`src/rtl/hv_adc_avg_mch.sv`:
```
// Multi-channel HV ADC sampler: per-channel strobe synchroniser, capture, and
// sliding-window floor average over 2^sel samples, with raw bypass.

module hv_adc_avg_ch #(
    parameter int ADC_DW   = 10,
    parameter int AVG_MAX  = 8,
    parameter int SYNC_STG = 2,
    parameter int LG_MAX   = $clog2(AVG_MAX),
    parameter int SEL_DW   = $clog2(LG_MAX + 1),
    parameter int SUM_DW   = ADC_DW + LG_MAX
) (
    input  logic              i_clk,
    input  logic              i_rst_n,
    input  logic              i_rdy,
    input  logic [ADC_DW-1:0] i_data,
    input  logic [SEL_DW-1:0] i_lg,
    input  logic              i_bypass,
    input  logic              i_clr,
    output logic [ADC_DW-1:0] o_data,
    output logic              o_vld,
    output logic              o_full
);
    logic [SYNC_STG-1:0]             sync_q, sync_d;
    logic                            edge_q, edge_d;
    logic [AVG_MAX-1:0][ADC_DW-1:0]  buf_q, buf_d;
    logic [LG_MAX-1:0]               wptr_q, wptr_d;
    logic [LG_MAX:0]                 fill_q, fill_d;
    logic [SUM_DW-1:0]               sum_q, sum_d;
    logic                            upd_q, upd_d;
    logic                            byp_q, byp_d;
    logic [ADC_DW-1:0]               raw_q, raw_d;
    logic [ADC_DW-1:0]               data_q, data_d;
    logic                            vld_q, vld_d;
    logic                            full_q, full_d;
    logic                            cap;
    logic [LG_MAX:0]                 n_win;
    logic [LG_MAX-1:0]               old_idx;

    always_comb begin
        sync_d  = {sync_q[SYNC_STG-2:0], i_rdy};
        edge_d  = sync_q[SYNC_STG-1];
        cap     = sync_q[SYNC_STG-1] & ~edge_q;
        n_win   = (LG_MAX + 1)'(1) << i_lg;
        // Oldest sample in the window; wraps naturally in LG_MAX bits.
        old_idx = wptr_q - n_win[LG_MAX-1:0];

        buf_d  = buf_q;
        wptr_d = wptr_q;
        fill_d = fill_q;
        sum_d  = sum_q;
        upd_d  = 1'b0;
        byp_d  = byp_q;
        raw_d  = raw_q;
        if (i_clr) begin
            wptr_d = '0;
            fill_d = '0;
            sum_d  = '0;
        end else if (cap) begin
            buf_d[wptr_q] = i_data;
            wptr_d        = wptr_q + 1'b1;
            if (fill_q == n_win) begin
                sum_d  = sum_q + SUM_DW'(i_data) - SUM_DW'(buf_q[old_idx]);
                fill_d = n_win;
            end else begin
                sum_d  = sum_q + SUM_DW'(i_data);
                fill_d = fill_q + 1'b1;
            end
            upd_d = 1'b1;
            byp_d = i_bypass;
            raw_d = i_data;
        end
        full_d = (fill_d == n_win);

        vld_d  = 1'b0;
        data_d = data_q;
        if (upd_q) begin
            if (byp_q) begin
                vld_d  = 1'b1;
                data_d = raw_q;
            end else if (fill_q == n_win) begin
                vld_d  = 1'b1;
                data_d = ADC_DW'(sum_q >> i_lg);
            end
        end
    end

    always_ff @(posedge i_clk or negedge i_rst_n) begin
        if (!i_rst_n) begin
            sync_q <= '0;
            edge_q <= 1'b0;
            buf_q  <= '0;
            wptr_q <= '0;
            fill_q <= '0;
            sum_q  <= '0;
            upd_q  <= 1'b0;
            byp_q  <= 1'b0;
            raw_q  <= '0;
            data_q <= '0;
            vld_q  <= 1'b0;
            full_q <= 1'b0;
        end else begin
            sync_q <= sync_d;
            edge_q <= edge_d;
            buf_q  <= buf_d;
            wptr_q <= wptr_d;
            fill_q <= fill_d;
            sum_q  <= sum_d;
            upd_q  <= upd_d;
            byp_q  <= byp_d;
            raw_q  <= raw_d;
            data_q <= data_d;
            vld_q  <= vld_d;
            full_q <= full_d;
        end
    end

    assign o_data = data_q;
    assign o_vld  = vld_q;
    assign o_full = full_q;
endmodule

module hv_adc_avg_mch #(
    parameter int CH_NUM   = 2,
    parameter int ADC_DW   = 10,
    parameter int AVG_MAX  = 8,
    parameter int SYNC_STG = 2,
    parameter int LG_MAX   = $clog2(AVG_MAX),
    parameter int SEL_DW   = $clog2(LG_MAX + 1),
    parameter int SUM_DW   = ADC_DW + LG_MAX
) (
    input  logic                     i_clk,
    input  logic                     i_rst_n,
    input  logic [CH_NUM-1:0]        i_adc_rdy,
    input  logic [CH_NUM*ADC_DW-1:0] i_adc_data,
    input  logic [SEL_DW-1:0]        i_avg_sel,
    input  logic                     i_bypass,
    input  logic                     i_clr,
    output logic [CH_NUM*ADC_DW-1:0] o_adc_data,
    output logic [CH_NUM-1:0]        o_adc_vld,
    output logic [CH_NUM-1:0]        o_win_full
);
    logic [SEL_DW-1:0] lg_q, lg_d;
    logic              clr_all;

    always_comb begin
        lg_d    = (i_avg_sel > SEL_DW'(LG_MAX)) ? SEL_DW'(LG_MAX) : i_avg_sel;
        // A window-size change restarts every channel from an empty window.
        clr_all = i_clr | (lg_d != lg_q);
    end

    always_ff @(posedge i_clk or negedge i_rst_n) begin
        if (!i_rst_n) lg_q <= '0;
        else          lg_q <= lg_d;
    end

    for (genvar c = 0; c < CH_NUM; c++) begin : g_ch
        hv_adc_avg_ch #(
            .ADC_DW  (ADC_DW),
            .AVG_MAX (AVG_MAX),
            .SYNC_STG(SYNC_STG),
            .LG_MAX  (LG_MAX),
            .SEL_DW  (SEL_DW),
            .SUM_DW  (SUM_DW)
        ) u_ch (
            .i_clk   (i_clk),
            .i_rst_n (i_rst_n),
            .i_rdy   (i_adc_rdy[c]),
            .i_data  (i_adc_data[c*ADC_DW +: ADC_DW]),
            .i_lg    (lg_q),
            .i_bypass(i_bypass),
            .i_clr   (clr_all),
            .o_data  (o_adc_data[c*ADC_DW +: ADC_DW]),
            .o_vld   (o_adc_vld[c]),
            .o_full  (o_win_full[c])
        );
    end
endmodule

```
`config.mk`:
```
export PLATFORM = sky130hd
export DESIGN_NAME = hv_adc_avg_mch
export DESIGN_NICKNAME = d
export VERILOG_FILES = /design/src/rtl/hv_adc_avg_mch.sv
export SDC_FILE = /design/constraint.sdc
export NUM_CORES = 1
export LEC_CHECK = 0
export CAP_MARGIN = 20
export CORE_ASPECT_RATIO = 1.4
export CORE_MARGIN = 1
export CORE_UTILIZATION = 55
export DETAILED_ROUTE_END_ITERATION = 10
export PLACE_DENSITY = 0.73
export SYNTH_ARGS = -nofsm -noshare
export SYNTH_HDL_FRONTEND = slang
export SYNTH_HIERARCHICAL = 1
export SYNTH_SLANG_ARGS = --single-unit
```
`constraint.sdc`:
```
create_clock -name i_clk -period 6.4 [get_ports i_clk]
set_clock_uncertainty 0.05 [all_clocks]
set_input_delay 0.64 -clock i_clk [delete_from_list [all_inputs] [get_ports i_clk]]
set_output_delay 0.64 -clock i_clk [all_outputs]
set_load 0.01 [all_outputs]
```
==> run summary <==
Syn. warnings: 6
relative max-transition margin: 0.330
largest family of logic cells by synthesized area: multiplexers
Top Ports: 52
CTS tree: yes
Post-CTS Resized: 0
Post-synth EDFFs: 0
xor and xnor area share after synthesis: 0.0248
share of cells above drive strength 1: 0.259
Place WS: 1.08 ns
Reg clk slew, reported paths: 0.06 ns
Residual DRC: 0
Max VDD drop: 0.258 mV
top_reg_cell synth: dfrtp_1
Distinct cells, synth: 77
clock period minus worst slack: 5.22 ns
first-pass GRT wire length: 52800 um
Critical Path Source Type: flop
crit-path leading delay family: compound AO/OA/AOI/OAI gates
critical path cell sequence: nor2_1 > ha_1 > inv_1 > fa_1 > xor2_1 > xnor2_2 > buf_4 > mux4_2 > mux2i_1 > ha_1 > o21a_1 > o31a_1 > o21ai_0 > o21ai_0 > a2111oi_0 > mux2i_1 > mux2_2
largest net degree at the start of global routing: 165
Starting Density: 0.559
Final setup violation count: 0
status: finished, final reports clean
root buffer cell: clkbuf_16
Setup TNS: 0 ns
final hold violations: 0
Mapped Avg Cell Area: 12.0 sq um
CP bufs+invs: 2
via density per instance: 6.15
number of DRC markers in iteration 0: 504
die width: 138 um
vias in the first global route: 9910
met2 Resource Use GR: 0.478
Post-Syn Area: 14100 sq um
antenna cells: 0
# clock sinks: 256
die area: 26400 sq um
CP Class: reg -> reg
final worst setup slack: 1.18 ns
First-pass DRT Iterations: 4
pwr/cell area: 259 nW/um^2
met1 Use GR: 0.305
Syn Nets: 1260
antenna-violating nets left: 0
total wire length: 32300 um
post-synthesis mux area share: 0.262
simple-gate area share of the yosys netlist: 0.0818
# Post-CTS Setup Buffers: 0
total of max-cap violations: 0
fin nets: 1302
Synth Area in Compound Gates: 0.104
initial antenna violation count: 0
Post-CTS Hold Buffers: 0
met3 Use GR: 0.0288
vias: 9602
PortBufs: 51
Worst-Margin Slew: 1.01 ns
unrepaired setup endpoints after global routing: no
CP max stage cell: dfrtp_2
busiest grt layer: met2
gr ovfl total: 0
Filler Cells Inserted: 1991
Core Util, Final: 0.630
fin. max-slew vios: 0
synthesized flop and latch total: 256
crit path max fanout: 19
area of the core: 25300 sq um
CTS H-tree lvls: 1
WL/cell: 20.7 um
std cell rows: 69
area grow syn2layout: 12.7%
WP data arrival: 5.59 ns
CTS max path bufs: 3
CTS buffer count: 26
Required @ worst endpoint: 6.76 ns
HPWL after detailed placement: 22400 um
fin crit share: 0.816
Min-Delay Path Class: in -> async
Mapped Cells: 1180
Synth Area in Adders: 0.0492
Leakage: 7.33 nW
Seq/Total Area, Yosys: 0.453
Vert. Die Dim: 192 um
final RePlAce weighted congestion: 0.900
async set or reset register ratio after synthesis: 1.00
CP peak stage delay: 0.54 ns
Worst-Skew Late Latency: 0.53 ns
Worst Setup End Kind: flop
GRT Total Usage: 0.259
Max Clock Freq: 192 MHz
routing by layer:
layer	wire length, um	up-vias
met5	0	-
met4	1170	0
met3	1020	76
met2	17400	181
met1	12800	4882
li1	-	4463
synthesized netlist by cell type (3+ instances only):
master | number | share of area
o21ai_1 | 11 | 0.0039
a211oi_1 | 15 | 0.0080
nand4_1 | 3 | 0.0013
nand3_1 | 24 | 0.0085
buf_2 | 6 | 0.0021
and3_1 | 5 | 0.0022
fa_1 | 6 | 0.0085
clkbuf_1 | 34 | 0.0090
mux2_2 | 190 | 0.15
o21bai_1 | 3 | 0.0016
buf_1 | 13 | 0.0034
inv_1 | 27 | 0.0072
or3_1 | 5 | 0.0022
mux2i_1 | 53 | 0.037
o22a_1 | 3 | 0.0019
a21o_1 | 12 | 0.0064
ha_1 | 46 | 0.041
a2111o_1 | 3 | 0.0024
nor2_1 | 67 | 0.018
nor2b_1 | 16 | 0.0071
xor2_1 | 12 | 0.0074
mux4_2 | 44 | 0.070
a21oi_1 | 52 | 0.018
dfrtp_1 | 256 | 0.45
xnor2_1 | 28 | 0.017
a41o_1 | 3 | 0.0021
o211ai_1 | 11 | 0.0058
buf_4 | 3 | 0.0016
o21ai_0 | 35 | 0.012
o31a_1 | 3 | 0.0019
nor4b_1 | 4 | 0.0025
a311oi_1 | 14 | 0.0087
nor4_1 | 4 | 0.0018
nor3b_1 | 3 | 0.0016
a31oi_1 | 4 | 0.0018
nand2b_1 | 5 | 0.0022
mux2_1 | 4 | 0.0032
nand2_1 | 87 | 0.023
o21a_1 | 11 | 0.0058
nor3_1 | 6 | 0.0021
nand3b_1 | 4 | 0.0021
o31ai_1 | 4 | 0.0021
worst reg2reg max path, stage by stage (launching register included):
cell and delay (ns):
dfrtp_2 0.54, nor2_1 0.30, ha_1 0.20, inv_1 0.05
fa_1 0.37, xor2_1 0.19, xnor2_2 0.44, buf_4 0.26
mux4_2 0.29, mux2i_1 0.19, ha_1 0.30, o21a_1 0.18
o31a_1 0.13, o21ai_0 0.29, o21ai_0 0.19, a2111oi_0 0.53
mux2i_1 0.25, mux2_2 0.34
registers in the layout (all words and copies together), names as in the netlist:
signal	flops
g_ch.u_ch/buf_q	160
g_ch.u_ch/byp_q	2
g_ch.u_ch/edge_q	2
g_ch.u_ch/fill_q	8
g_ch.u_ch/o_data	20
g_ch.u_ch/o_full	2
g_ch.u_ch/o_vld	2
g_ch.u_ch/raw_q	20
g_ch.u_ch/sum_q	26
g_ch.u_ch/sync_q	4
g_ch.u_ch/upd_q	2
g_ch.u_ch/wptr_q	6
lg_q	2
path summary, 6_finish.rpt:
path                                              from                     end  slack, ns  depth (start not counted)
worst max-delay path                           lg_q[1]  g_ch[0].u_ch/sum_q[11]       1.18                         17
worst max register to register                 lg_q[1]  g_ch[0].u_ch/sum_q[11]       1.18                         17
worst min-delay path                           i_rst_n  g_ch[1].u_ch/o_data[9]       0.05                          1
min in group i_clk              g_ch[0].u_ch/sync_q[0]  g_ch[0].u_ch/sync_q[1]       0.30                          0
max in group asynchronous                      i_rst_n  g_ch[0].u_ch/buf_q[26]       4.85                          2
worst min register to register  g_ch[0].u_ch/sync_q[0]  g_ch[0].u_ch/sync_q[1]       0.30                          0
kinds of logic after synthesis:
group           count (synthesis)
compound gates                209
xor+xnor                       40
flops                         256
simple gates                  245
buf+inv                        87
fa+ha+maj                      52
mux                           291
through the flow:
stage | cells | hold WS, ns | total power [mW] | area (sq um)
floorplan | 1180 | 0.281 | 2.29 | 14100
global placement | 1513 | 0.287 | 2.51 | 15000
detailed placement | 1513 | 0.287 | 2.53 | 15000
CTS | 1561 | 0.0834 | 4.18 | 15900
global route | 1561 | 0.111 | 4.33 | 15900
finish | 1561 | 0.0478 | 4.14 | 15900
where the power goes:
group | switching (mW) | internal [mW]
combinational | 0.344 | 0.332
clock | 0.632 | 0.999
sequential | 0.0919 | 1.74
total | 1.07 | 3.07
layout make-up:
class / instances / area (sq um) / area share
multi-input combinational: 837 / 7410 / 0.465
sequential: 256 / 6410 / 0.402
clock buffer: 37 / 773 / 0.0485
timing repair buffer: 72 / 686 / 0.0430
tap: 319 / 399 / 0.0250
clock inverter: 11 / 158 / 0.00989
inverter: 29 / 109 / 0.00683
placed cells by master, fill, tap and decap left out, types with 12 or more instances in the layout:
cell type	Yosys	routed
dfrtp_1	256	254
mux2_2	190	190
nand2_1	87	87
nor2_1	67	67
mux2i_1	53	53
a21oi_1	52	52
clkdlybuf4s50_1	0	50
ha_1	46	46
mux4_2	44	44
o21ai_0	35	34
clkbuf_16	0	27
inv_1	27	27
xnor2_1	28	26
nand3_1	24	24
buf_4	3	20
a211oi_1	15	15
nor2b_1	16	14
a311oi_1	14	14
xor2_1	12	12
a21o_1	12	12
o21ai_1	11	12
Power figures use the tool's default switching activity.
